$ cat config.mk
export PLATFORM = sky130hd
export DESIGN_NAME = pc_seq_ctrl
export DESIGN_NICKNAME = d
export VERILOG_FILES = /design/src/rtl/pc_seq_ctrl.sv
export SDC_FILE = /design/constraint.sdc
export NUM_CORES = 1
export LEC_CHECK = 0
export ABC_AREA = 1
export ABC_CLOCK_PERIOD_IN_PS = 2150
export BUFFER_PORTS_ARGS = -buffer_cell sky130_fd_sc_hd__buf_4
export CAP_MARGIN = 20
export CORE_ASPECT_RATIO = 0.9
export CORE_MARGIN = 2
export CORE_UTILIZATION = 30
export DETAILED_ROUTE_END_ITERATION = 6
export PLACE_DENSITY_LB_ADDON = 0.05
export REMOVE_ABC_BUFFERS = 1
export SYNTH_ARGS = -nofsm -noshare
export SYNTH_HDL_FRONTEND = slang
export SYNTH_SLANG_ARGS = --single-unit
export TNS_END_PERCENT = 1
$ cat constraint.sdc
create_clock -name clk -period 2.15 [get_ports clk]
set_input_delay 0.43 -clock clk [delete_from_list [all_inputs] [get_ports clk]]
set_output_delay 0.43 -clock clk [all_outputs]
set_load 0.005 [all_outputs]
$ cat src/rtl/pc_seq_ctrl.sv
// Fetch/issue sequencer driving the PC block; Bcond/Jcond/JAL decode.
// Optional stop-on-16'hFFFF behaviour is enabled by defining PC_SEQ_HALT_EN.
module pc_seq_ctrl #(
    parameter int DATA_W = 16,
    parameter int DISP_W = 8
) (
    input  logic              clk,
    input  logic              rst,
    input  logic [DATA_W-1:0] pc,
    output logic              imem_req,
    output logic [DATA_W-1:0] imem_addr,
    input  logic              imem_ack,
    input  logic [DATA_W-1:0] imem_data,
    input  logic [4:0]        flags,
    input  logic              stall,
    output logic [3:0]        rtgt_sel,
    input  logic [DATA_W-1:0] rtgt,
    output logic              pcEn,
    output logic              branch,
    output logic              jump,
    output logic [DISP_W-1:0] disp,
    output logic [DATA_W-1:0] dDst,
    output logic [DATA_W-1:0] instr,
    output logic              instr_valid,
    output logic              ra_wr_en,
    output logic [3:0]        ra_wr_addr,
    output logic [DATA_W-1:0] ra_wr_data,
    output logic              halt
);

    typedef enum logic [1:0] {
        S_RESET,
        S_FETCH,
        S_ISSUE,
        S_HALT
    } state_e;

    state_e            state_q, state_d;
    logic [DATA_W-1:0] instr_q, instr_d;

    logic is_bcond;
    logic is_jcond;
    logic is_jal;
    logic is_halt;
    logic take;

    // flags packing is {C,L,F,Z,N}
    function automatic logic cond_true(
        input logic [3:0] c,
        input logic [4:0] f
    );
        logic fc, fl, ff, fz, fn;
        logic r;
        {fc, fl, ff, fz, fn} = f;
        case (c)
            4'h0:    r = fz;
            4'h1:    r = !fz;
            4'h2:    r = fc;
            4'h3:    r = !fc;
            4'h4:    r = fl;
            4'h5:    r = !fl;
            4'h6:    r = fn;
            4'h7:    r = !fn;
            4'h8:    r = ff;
            4'h9:    r = !ff;
            4'hA:    r = !fl && !fz;
            4'hB:    r = fl || fz;
            4'hC:    r = !fn && !fz;
            4'hD:    r = fn || fz;
            4'hE:    r = 1'b1;
            default: r = 1'b0;
        endcase
        return r;
    endfunction

    assign is_bcond = (instr_q[15:12] == 4'hC);
    assign is_jcond = (instr_q[15:12] == 4'h4)
                   && (instr_q[7:4] == 4'hC);
    assign is_jal   = (instr_q[15:12] == 4'h4)
                   && (instr_q[7:4] == 4'h8);
    assign take     = cond_true(instr_q[11:8], flags);

`ifdef PC_SEQ_HALT_EN
    assign is_halt = (instr_q == '1);
    assign halt    = (state_q == S_HALT);
`else
    assign is_halt = 1'b0;
    assign halt    = 1'b0;
`endif

    assign instr    = instr_q;
    assign rtgt_sel = instr_q[3:0];

    always_ff @(posedge clk or posedge rst) begin
        if (rst) begin
            state_q <= S_RESET;
            instr_q <= '0;
        end else begin
            state_q <= state_d;
            instr_q <= instr_d;
        end
    end

    always_comb begin
        state_d     = state_q;
        instr_d     = instr_q;
        imem_req    = 1'b0;
        imem_addr   = '0;
        instr_valid = 1'b0;
        pcEn        = 1'b0;
        branch      = 1'b0;
        jump        = 1'b0;
        disp        = '0;
        dDst        = '0;
        ra_wr_en    = 1'b0;
        ra_wr_addr  = '0;
        ra_wr_data  = '0;
        unique case (state_q)
            S_RESET: begin
                state_d = S_FETCH;
            end
            S_FETCH: begin
                imem_req  = 1'b1;
                imem_addr = pc;
                if (imem_ack) begin
                    instr_d = imem_data;
                    state_d = S_ISSUE;
                end
            end
            S_ISSUE: begin
                // a stalled issue holds everything, including the decode
                if (!stall) begin
                    instr_valid = 1'b1;
                    state_d     = S_FETCH;
                    if (is_halt) begin
                        state_d = S_HALT;
                    end else begin
                        pcEn = 1'b1;
                        if (is_bcond && take) begin
                            branch = 1'b1;
                            disp   = instr_q[DISP_W-1:0];
                        end else if (is_jcond && take) begin
                            jump = 1'b1;
                            dDst = rtgt;
                        end else if (is_jal) begin
                            jump       = 1'b1;
                            dDst       = rtgt;
                            ra_wr_en   = 1'b1;
                            ra_wr_addr = instr_q[11:8];
                            ra_wr_data = pc + DATA_W'(1);
                        end
                    end
                end
            end
            S_HALT: begin
                state_d = S_HALT;
            end
            default: begin
                state_d = S_RESET;
            end
        endcase
    end

endmodule

; After elaboration in Yosys (flattened, before gate mapping)
; Index checks and enable logic that the tools add are counted.
[totals]
ff_bits = 18
out_inout_bits = 87
wordCells = 81
[classes]
addsub = 1
n_eq_ne = 23
muxes = 38
n_reduce_logical = 17
[op_table]
columns = operator, count
row1 = 2-to-1 mux 16 bit, 11
row2 = equality test 4 bit (second input constant), 10
row3 = 2-to-1 mux 8 bit, 3
row4 = equality test 4 x 3 -> 1 bit (second input constant), 5
row5 = 2-to-1 mux 4 bit, 5
row6 = adder 16 x 1 -> 16 bit (second input constant), 1
row7 = 2-to-1 mux 1 bit, 15
row8 = one-hot mux 1 bit (15 select lines), 1
row9 = equality test 4 x 2 -> 1 bit (second input constant), 2
row10 = one-hot mux 2 bit (4 select lines), 1
row11 = logical AND 1 bit, 6
row12 = zero test 1 bit, 5
row13 = equality test 2 bit (second input constant), 2
row14 = equality test 4 x 1 -> 1 bit (second input constant), 1
row15 = zero test 4 bit, 1
row16 = 2-to-1 mux 2 bit, 2
row17 = inequality test 2 bit (second input constant), 2
row18 = AND reduction 2 bit, 2
row19 = equality test 2 x 1 -> 1 bit (second input constant), 1
row20 = zero test 2 bit, 1
row21 = logical OR 1 bit, 2

; Longest topological paths before layout
; Gate-level depths: netlist (run 1).
[logic_depth]
ltp_word = 8
ltp_mapped = 13
mapped_depth_nobuf = 12

; Worst setup path after synthesis (run 1)
; Ideal clock, no wire load.
[synth_timing]
path_type = register to output
startpoint = register instr_q[9] (netlist: instr[9])
endpoint = output ra_wr_data[11]
t_arrival_ps = 1548
required_time_ps = 1720
slack_ps = 172
stages_incl_launch_ff = 13
path_buffers = 1
path_cell_list = dfrtp_1 -> nor2_1 -> nand3_1 -> nand2_1 -> inv_1 -> nand2_1 -> nand2_1 -> nor2_1 -> nand2_2 -> nand2_4 -> nand3b_4 -> buf_6 -> nor2_1
[synth_between]
elab_chain_cells = 7
elab_cells_between_ends = 22
cone_classes = eq/ne: 14 / mux: 5 / reduce/logical: 3
[synth_rtl]
columns = element, line_no
row1 = "start, declared", 39  ; logic [DATA_W-1:0] instr_q, instr_d;
row2 = "start signal, assigned", 100  ; instr_q <= instr_d;
row3 = "equality test 4 bit, or another cell as far along", 55  ; case (c)
row4 = one-hot mux 1 bit (15 select lines) *, 55
row5 = logical AND 1 bit, 142  ; end else if (is_jcond && take) begin
row6 = 2-to-1 mux 16 bit, 142
row7 = 2-to-1 mux 16 bit *, 139  ; if (is_bcond && take) begin
row8 = 2-to-1 mux 16 bit *, 132  ; if (!stall) begin
row9 = 2-to-1 mux 16 bit *, 118  ; unique case (state_q)
row10 = "end, declared", 27  ; output logic [DATA_W-1:0] ra_wr_data,
; Mark *: on every way between the ends. The rest lies on a longest branch, timed or not.

; Final worst setup path (run 1)
[layout_timing]
startpoint = register instr_q[9] (netlist: instr[9])
endpoint = output ra_wr_data[9]
; The elaborated chain is that of the path after synthesis.

==> impl_results.md, run 1 <==
- Sequence of cells on the critical path: nor2_2 > nand3_1 > nand2_1 > inv_1 > nand2_1 > nand2_1 > nor2_2 > nand2_2 > nand2_4 > nand3b_4 > buf_12 > nor2_1 > buf_4
- Initial standard-cell utilization of the core: roughly a third
- Slowest Stage Delay on Critical Path: between 0.4 and 0.5 ns
- Area taken by multi-input logic gates: ~1100 um^2
- Remaining global-route overflow: 0
- Final worst setup slack: -0.2376 ns
- Pins over their slew limit: 0
- Post-Layout Inst Area: 3209 um^2
- Top-Level Pins: about 140
- Total area of sequential cells: around 450 um^2
- Pwr Density: roughly 760 nW/um^2
- Ant. Diodes: 0
- Final Util: between 50% and 60%
- Ratio of routed vias to standard cells: about 4.4
- Compound-cell area share of the yosys netlist: around 4.6%
- CTS root buf: clkbuf_8
- Clock transition at the registers of the reported paths: around 0.070 ns
- Via count of the routed design: approximately 2200
- Number of fillers in the final layout: between 500 and 600
- DRC marker count from the first detailed-route iteration: 73
- Count of unresolved DRC violations after routing: 15
- Final net count: 504
- Critical Path Sink Type: primary output
- Number of CTS-inserted buffers: 3
- Final critical delay including setup and external delays: between 2 and 2.5 ns
- Combinational family with the most area after synthesis: simple AND/OR/NAND/NOR gates
- Area growth from synthesis to layout: 77.51%
- Proportion of layout cells with a drive suffix above 1: 48.09%
- Number of enable flip-flop cells after synthesis: 0
- Actual slew at the worst max-slew pin: approximately 0.67 ns
- Full die area: 6664 um^2
- Fin crit share: 111.1%
- Total number of yosys warnings: 0
- Data required time at the worst endpoint: ~1.7 ns
- Start-to-end type of the worst setup path: flop to primary output
- Antenna violations before repair: 0
- Data arrival, critical path: approximately 2.0 ns
- Cell with the biggest individual delay on the critical path: dfrtp_2
- Highest-count cells in the layout ignoring fill and taps: 164 x buf_4, 63 x nor2_1, 60 x inv_1
- Min-delay worst type: input pin to asynchronous set/reset pin
- Adder-cell share of the synthesized area: 0.6920%
- Number of clock sinks: 18
- Wire length of the first global-routing pass: slightly above 9000 um
- Worst clock skew: between 0.0015 and 0.002 ns
- Cell count after synthesis: between 200 and 300
- Final setup fails: 47
- Die H: ~78 um
- VDD IR-drop max: ~570 uV
- Die width: around 86 um
- Via count of the first global-routing pass: about 2100
- Area of the placeable core: approximately 5800 um^2
- Number of max-cap violations: 0
- Run status: finished with violations
- Clock tree from TritonCTS: yes
- RSZ-0062 raised after global routing: yes
- Pin count of the biggest net entering global routing: 21
- Weighted congestion at the end of routability-driven global placement: roughly 0.87
- Synthesized flop and latch total: 18
- H-tree lvl count: 1
- Share of the synthesized netlist area taken by xor and xnor gates: 6.298%
- Startpoint kind of the worst setup timing path: flop
- Mux contribution to synthesized area: between 1.5 and 2%
- Critical Path Most Common Cell: nand2_1
- Clk buf depth: 2
- Post-detailed-route count of antenna-violating nets: 0
- Simple-gate share of the synthesized area: a little over two fifths
- Number of distinct standard cells referenced by the synthesized netlist: 29
- Failing checks: design-rule violations, negative setup slack
- Area post-placement: 3072 um^2
- Number of iterations in the first detailed-routing pass: 7
- Per-instance average area after synthesis: between 6 and 7 um^2
- WL/cell: between 10 and 15 um
- Clk Latency, worst-skew pair: ~0.25 ns
- Post-synthesis async set-or-reset flop share: 100.0%
- Most common cell after layout, fill and taps aside: buf_4
- Dominant register cell in the synthesized netlist: dfrtp_1
- Total length of routed wires: approximately 5700 um
- GRT Resource Usage Total: 16.42%
- Detail Placement HPWL: between 4000 and 5000 um
- Final Hold Vio Count: 0
- CP max FO: 18
- Portion of the post-synthesis area used by sequential elements: between 20% and 30%
- Number of buffer cells added on primary ports: 142
- Post-Synthesis Cell Area: 1808 um^2
- Number of standard-cell rows in the floorplan: 26
- Max transition margin: roughly 55%
- Leakage Power: 0.001870 uW
- Max Fclk: about 0.42 GHz
[flip-flops by register name, indices dropped and copies added (netlist names)]
signal and flops:
instr 16, state_q 2
[path summary, 6_finish.rpt]
kind	startpoint	endpoint	slack, ns	cells after the start
setup / recovery	instr[9]	ra_wr_data[9]	-0.24	13
hold / removal	rst	instr[7]	0.28	2
setup reg to reg	state_q[1]	instr[5]	0.70	5
hold reg to reg	state_q[0]	state_q[1]	0.51	2
max in group asynchronous	rst	instr[11]	1.40	2
min in group clk	imem_data[14]	instr[14]	0.41	2
[per-layer routing]
layer	vias to the layer above	routed length [um]	global-route usage, %	share of wire, %
li1	1179	-	-	-
met5	-	0	0	0
met2	91	2693	27.66	47
met4	0	21	3.810	0.37
met3	4	531	3.511	9.3
met1	969	2491	21.46	43
[repair_timing]
action,CTS,global route
endpoints found under the setup margin,47,47
resized for setup,8,14
hold buffers,0,0
gates cloned,0,0
setup buffers,0,1
[synth_stat cells, types with 3 or more instances]
master / count / area, um^2
buf_6: 3 / 33.78
mux2_2: 3 / 33.78
a21oi_1: 14 / 70.07
xor2_1: 12 / 105.1
nand2_1: 35 / 131.4
nand4_1: 3 / 18.77
buf_4: 6 / 45.04
nor2_1: 72 / 270.3
inv_1: 61 / 229.0
nand3_1: 19 / 95.09
nor3_2: 9 / 90.09
dfrtp_1: 18 / 450.4
clkbuf_1: 3 / 11.26
nor3_1: 13 / 65.06
[layout make-up]
cell class                      count  area share (%)
Clock buffer                        4           1.715
Inverter                           62           7.251
Multi-Input combinational cell    194           33.92
Sequential cell                    18           14.15
Tap cell                           70           2.729
Timing Repair Buffer              167           40.23
[critical path: cells and delay by family (launching register included)]
| kind | cells | cell delay [ns] |
|---|---|---|
| flops | 1 | 0.47 |
| simple gates | 10 | 0.93 |
| buf+inv | 3 | 0.31 |
[stage by stage]
step / hold slack, ns / TNS, ns / power [uW] / worst slack, ns / cells
2_1_floorplan: 0.3686 / 0 / 1291 / 0.1803 / 274
6_report: 0.2826 / -8.299 / 2434 / -0.2376 / 515
5_1_grt: 0.3494 / -16.64 / 2661 / -0.3956 / 515
3_5_place_dp: 0.4872 / -1.187 / 2113 / -0.1389 / 510
4_1_cts: 0.3073 / -9.138 / 2428 / -0.2535 / 514
3_3_place_gp: 0.4911 / -0.9839 / 2101 / -0.1352 / 510
[power by group]
group / internal, uW / total, uW / switching, uW
sequential: 503 / 659 / 156
combinational: 778 / 1510 / 727
clock: 162 / 270 / 107
total: 1440 / 2430 / 991
[cells by family (layout without fill, tap and decap cells)]
logic type / Yosys count / in the layout
compound gates: 16 / 16
xor+xnor: 13 / 13
fa+ha+maj: 1 / 1
buf+inv: 76 / 233
flops: 18 / 18
mux: 3 / 3
other cells: 1 / 1
simple gates: 160 / 160
No activity file was read; power rests on OpenSTA's default activity.
==> run 2: changes to the inputs <==
--- a/config.mk
+++ b/config.mk
@@ -16,4 +16,5 @@
 export PLACE_DENSITY_LB_ADDON = 0.05
 export REMOVE_ABC_BUFFERS = 1
+export SETUP_SLACK_MARGIN = 0.5
 export SYNTH_ARGS = -nofsm -noshare
 export SYNTH_HDL_FRONTEND = slang
==> constraint.sdc (replaced) <==
create_clock -name clk -period 2.15 [get_ports clk]
set_input_delay 0.215 -clock clk [delete_from_list [all_inputs] [get_ports clk]]
set_output_delay 0.215 -clock clk [all_outputs]
set_load 0.005 [all_outputs]
==> impl_results.md, run 2 (synthesized netlist as in run 1, its figures left out) <==
- WL/cell: 12.13 um
- R2r startpoint: state_q[1]
- Ant. Diodes: 0
- Ratio of routed vias to standard cells: roughly 4.5
- Initial standard-cell utilization of the core: a little under a third
- Worst clock skew: ~0.0062 ns
- Cell with the biggest individual delay on the critical path: dfrtp_2
- Hold bufs inserted after CTS: 0
- Most common cell after layout, fill and taps aside: buf_4
- Antenna violations before repair: 0
- Max transition margin: roughly 50%
- Number of buffer cells added on primary ports: between 100 and 150
- Number of CTS-inserted buffers: 3
- Final cell count without fillers: 500
- Delay-heaviest family, CP: simple AND/OR/NAND/NOR gates
- Area of the placeable core: 5758 um^2
- Worst r2r dst: instr[11]
- Sequence of cells on the critical path: inv_4 > nor2_4 > nand2_2 > nand2_1 > nand3_1 > a21oi_2 > nand2_2 > nand2_8 > nand3b_4 > nor2_1 > buf_4
- Number of standard-cell rows in the floorplan: 26
- Leakage Power: about 0.0018 uW
- Final critical delay including setup and external delays: 2.171 ns
- Wire length of the first global-routing pass: between 9000 and 10000 um
- Pre-CTS setup slack: 0.04150 ns
- Data required time at the worst endpoint: around 1.9 ns
- Post-Layout Inst Area: 3117 um^2
- Clk buf depth: 2
- CP max FO: 7
- Critical path buffers and inverters: 2
- Clk Latency, worst-skew pair: between 0.2 and 0.3 ns
- VDD IR-drop max: approximately 640 uV
- Slowest Stage Delay on Critical Path: 0.46 ns
- Final net count: 489
- Final Hold Vio Count: 0
- Clock tree from TritonCTS: yes
- Pins over their slew limit: 0
- Clock transition at the registers of the reported paths: ~0.08 ns
- GRT Resource Usage Total: between 10% and 20%
- Data arrival, critical path: around 2 ns
- Startpoint kind of the worst setup timing path: flop
- Cells on worst reg2reg path: 5
- Top-Level Pins: around 140
- Pin count of the biggest net entering global routing: 24
- Number of clock sinks: 18
- Post-detailed-route count of antenna-violating nets: 0
- Count of unresolved DRC violations after routing: 12
- Pwr Density: 758.4 nW/um^2
- CTS root buf: clkbuf_8
- Critical Path Sink Type: primary output
- DRC marker count from the first detailed-route iteration: just under 70
- Final setup fails: 11
- Max Fclk: around 0.46 GHz
- Inst Count DP: just under 500
- Total length of routed wires: between 6000 and 7000 um
- Via count of the routed design: approximately 2200
- Critical Path Most Common Cell: nand2_2
- Number of iterations in the first detailed-routing pass: 7
- Detail Placement HPWL: roughly 4500 um
- Proportion of layout cells with a drive suffix above 1: between 40% and 50%
- Die width: about 86 um
- Min-delay worst type: input pin to asynchronous set/reset pin
- RSZ-0062 raised after global routing: yes
- Fin crit share: 101.0%
- Final worst setup slack: -0.02110 ns
- Area post-placement: ~2900 um^2
- Die H: just under 80 um
- Via count of the first global-routing pass: around 2200
- Failing checks: design-rule violations, negative setup slack
- Full die area: 6664 um^2
- Number of max-cap violations: 0
- Highest-count cells in the layout ignoring fill and taps: 147 x buf_4, 63 x nor2_1, 58 x inv_1
- H-tree lvl count: 1
- Actual slew at the worst max-slew pin: ~0.74 ns
- Number of flip-flops in the largest register: 16
- Start-to-end type of the worst setup path: flop to primary output
- Final Util: around 54%
- Setup slack of the worst register-to-register path: around 0.7 ns
- Minimum hold slack: ~0.083 ns
- Area growth from synthesis to layout: 72.39%
- Remaining global-route overflow: 0
- Run status: finished with violations
- Weighted congestion at the end of routability-driven global placement: around 0.89
[run 2: cell type report]
cell class                      instances  area (um^2)
Timing Repair Buffer                  148         1124
Clock buffer                            4        55.05
Fill cell                             587         2641
Inverter                               62        237.7
Sequential cell                        18        455.4
Multi-Input combinational cell        198         1157
Tap cell                               70        87.58
[run 2: worst register-to-register path, stage by stage, from the launching register on]
cell and delay, ns:
dfrtp_1 0.41, nor2_2 0.20, nand2_1 0.24, buf_4 0.30, nor2_1 0.13, a21oi_1 0.05
[run 2: what timing repair did]
item | 4_1_cts | 5_1_grt
setup buffers | 2 | 0
gates cloned | 4 | 0
resized for setup | 22 | 8
endpoints found under the setup margin | 48 | 51
pin swaps | 3 | 1
[run 2: how the worst max path moves through the flow]
stage,startpoint,to,slack (ns),depth (start not counted)
after floorplan,instr[9],ra_wr_data[11],0.40,11
after global placement,instr[9],ra_wr_addr[0],0.07,12
after detailed placement,instr[9],ra_wr_addr[0],0.04,12
after CTS,instr[9],ra_wr_addr[2],-0.04,12
after global routing,instr[8],ra_wr_data[6],-0.19,11
final,instr[8],ra_wr_data[8],-0.02,11
[run 2: power breakdown]
group / total, uW / internal (uW) / switching [uW] / leakage, uW
clock network: 285 / 163 / 122 / 0.0000288
logic: 1410 / 663 / 749 / 0.00156
registers: 666 / 504 / 162 / 0.000193
[run 2: per-layer routing]
layer | share of wire (%) | vias to the layer above | GRT usage, % | wire length, um
met1 | 44 | 983 | 23.38 | 2663
met2 | 46 | 92 | 31.09 | 2785
met5 | 0 | - | 0 | 0
met3 | 9.4 | 4 | 3.830 | 568
li1 | - | 1161 | - | -
met4 | 0.81 | 0 | 3.968 | 49
[run 2: per-stage QoR]
step                power [uW]  setup TNS, ns
floorplan                 1291              0
global placement          1950              0
detailed placement        1953              0
CTS                       2376        -0.2649
global route              2579         -6.559
finish                    2364       -0.08817
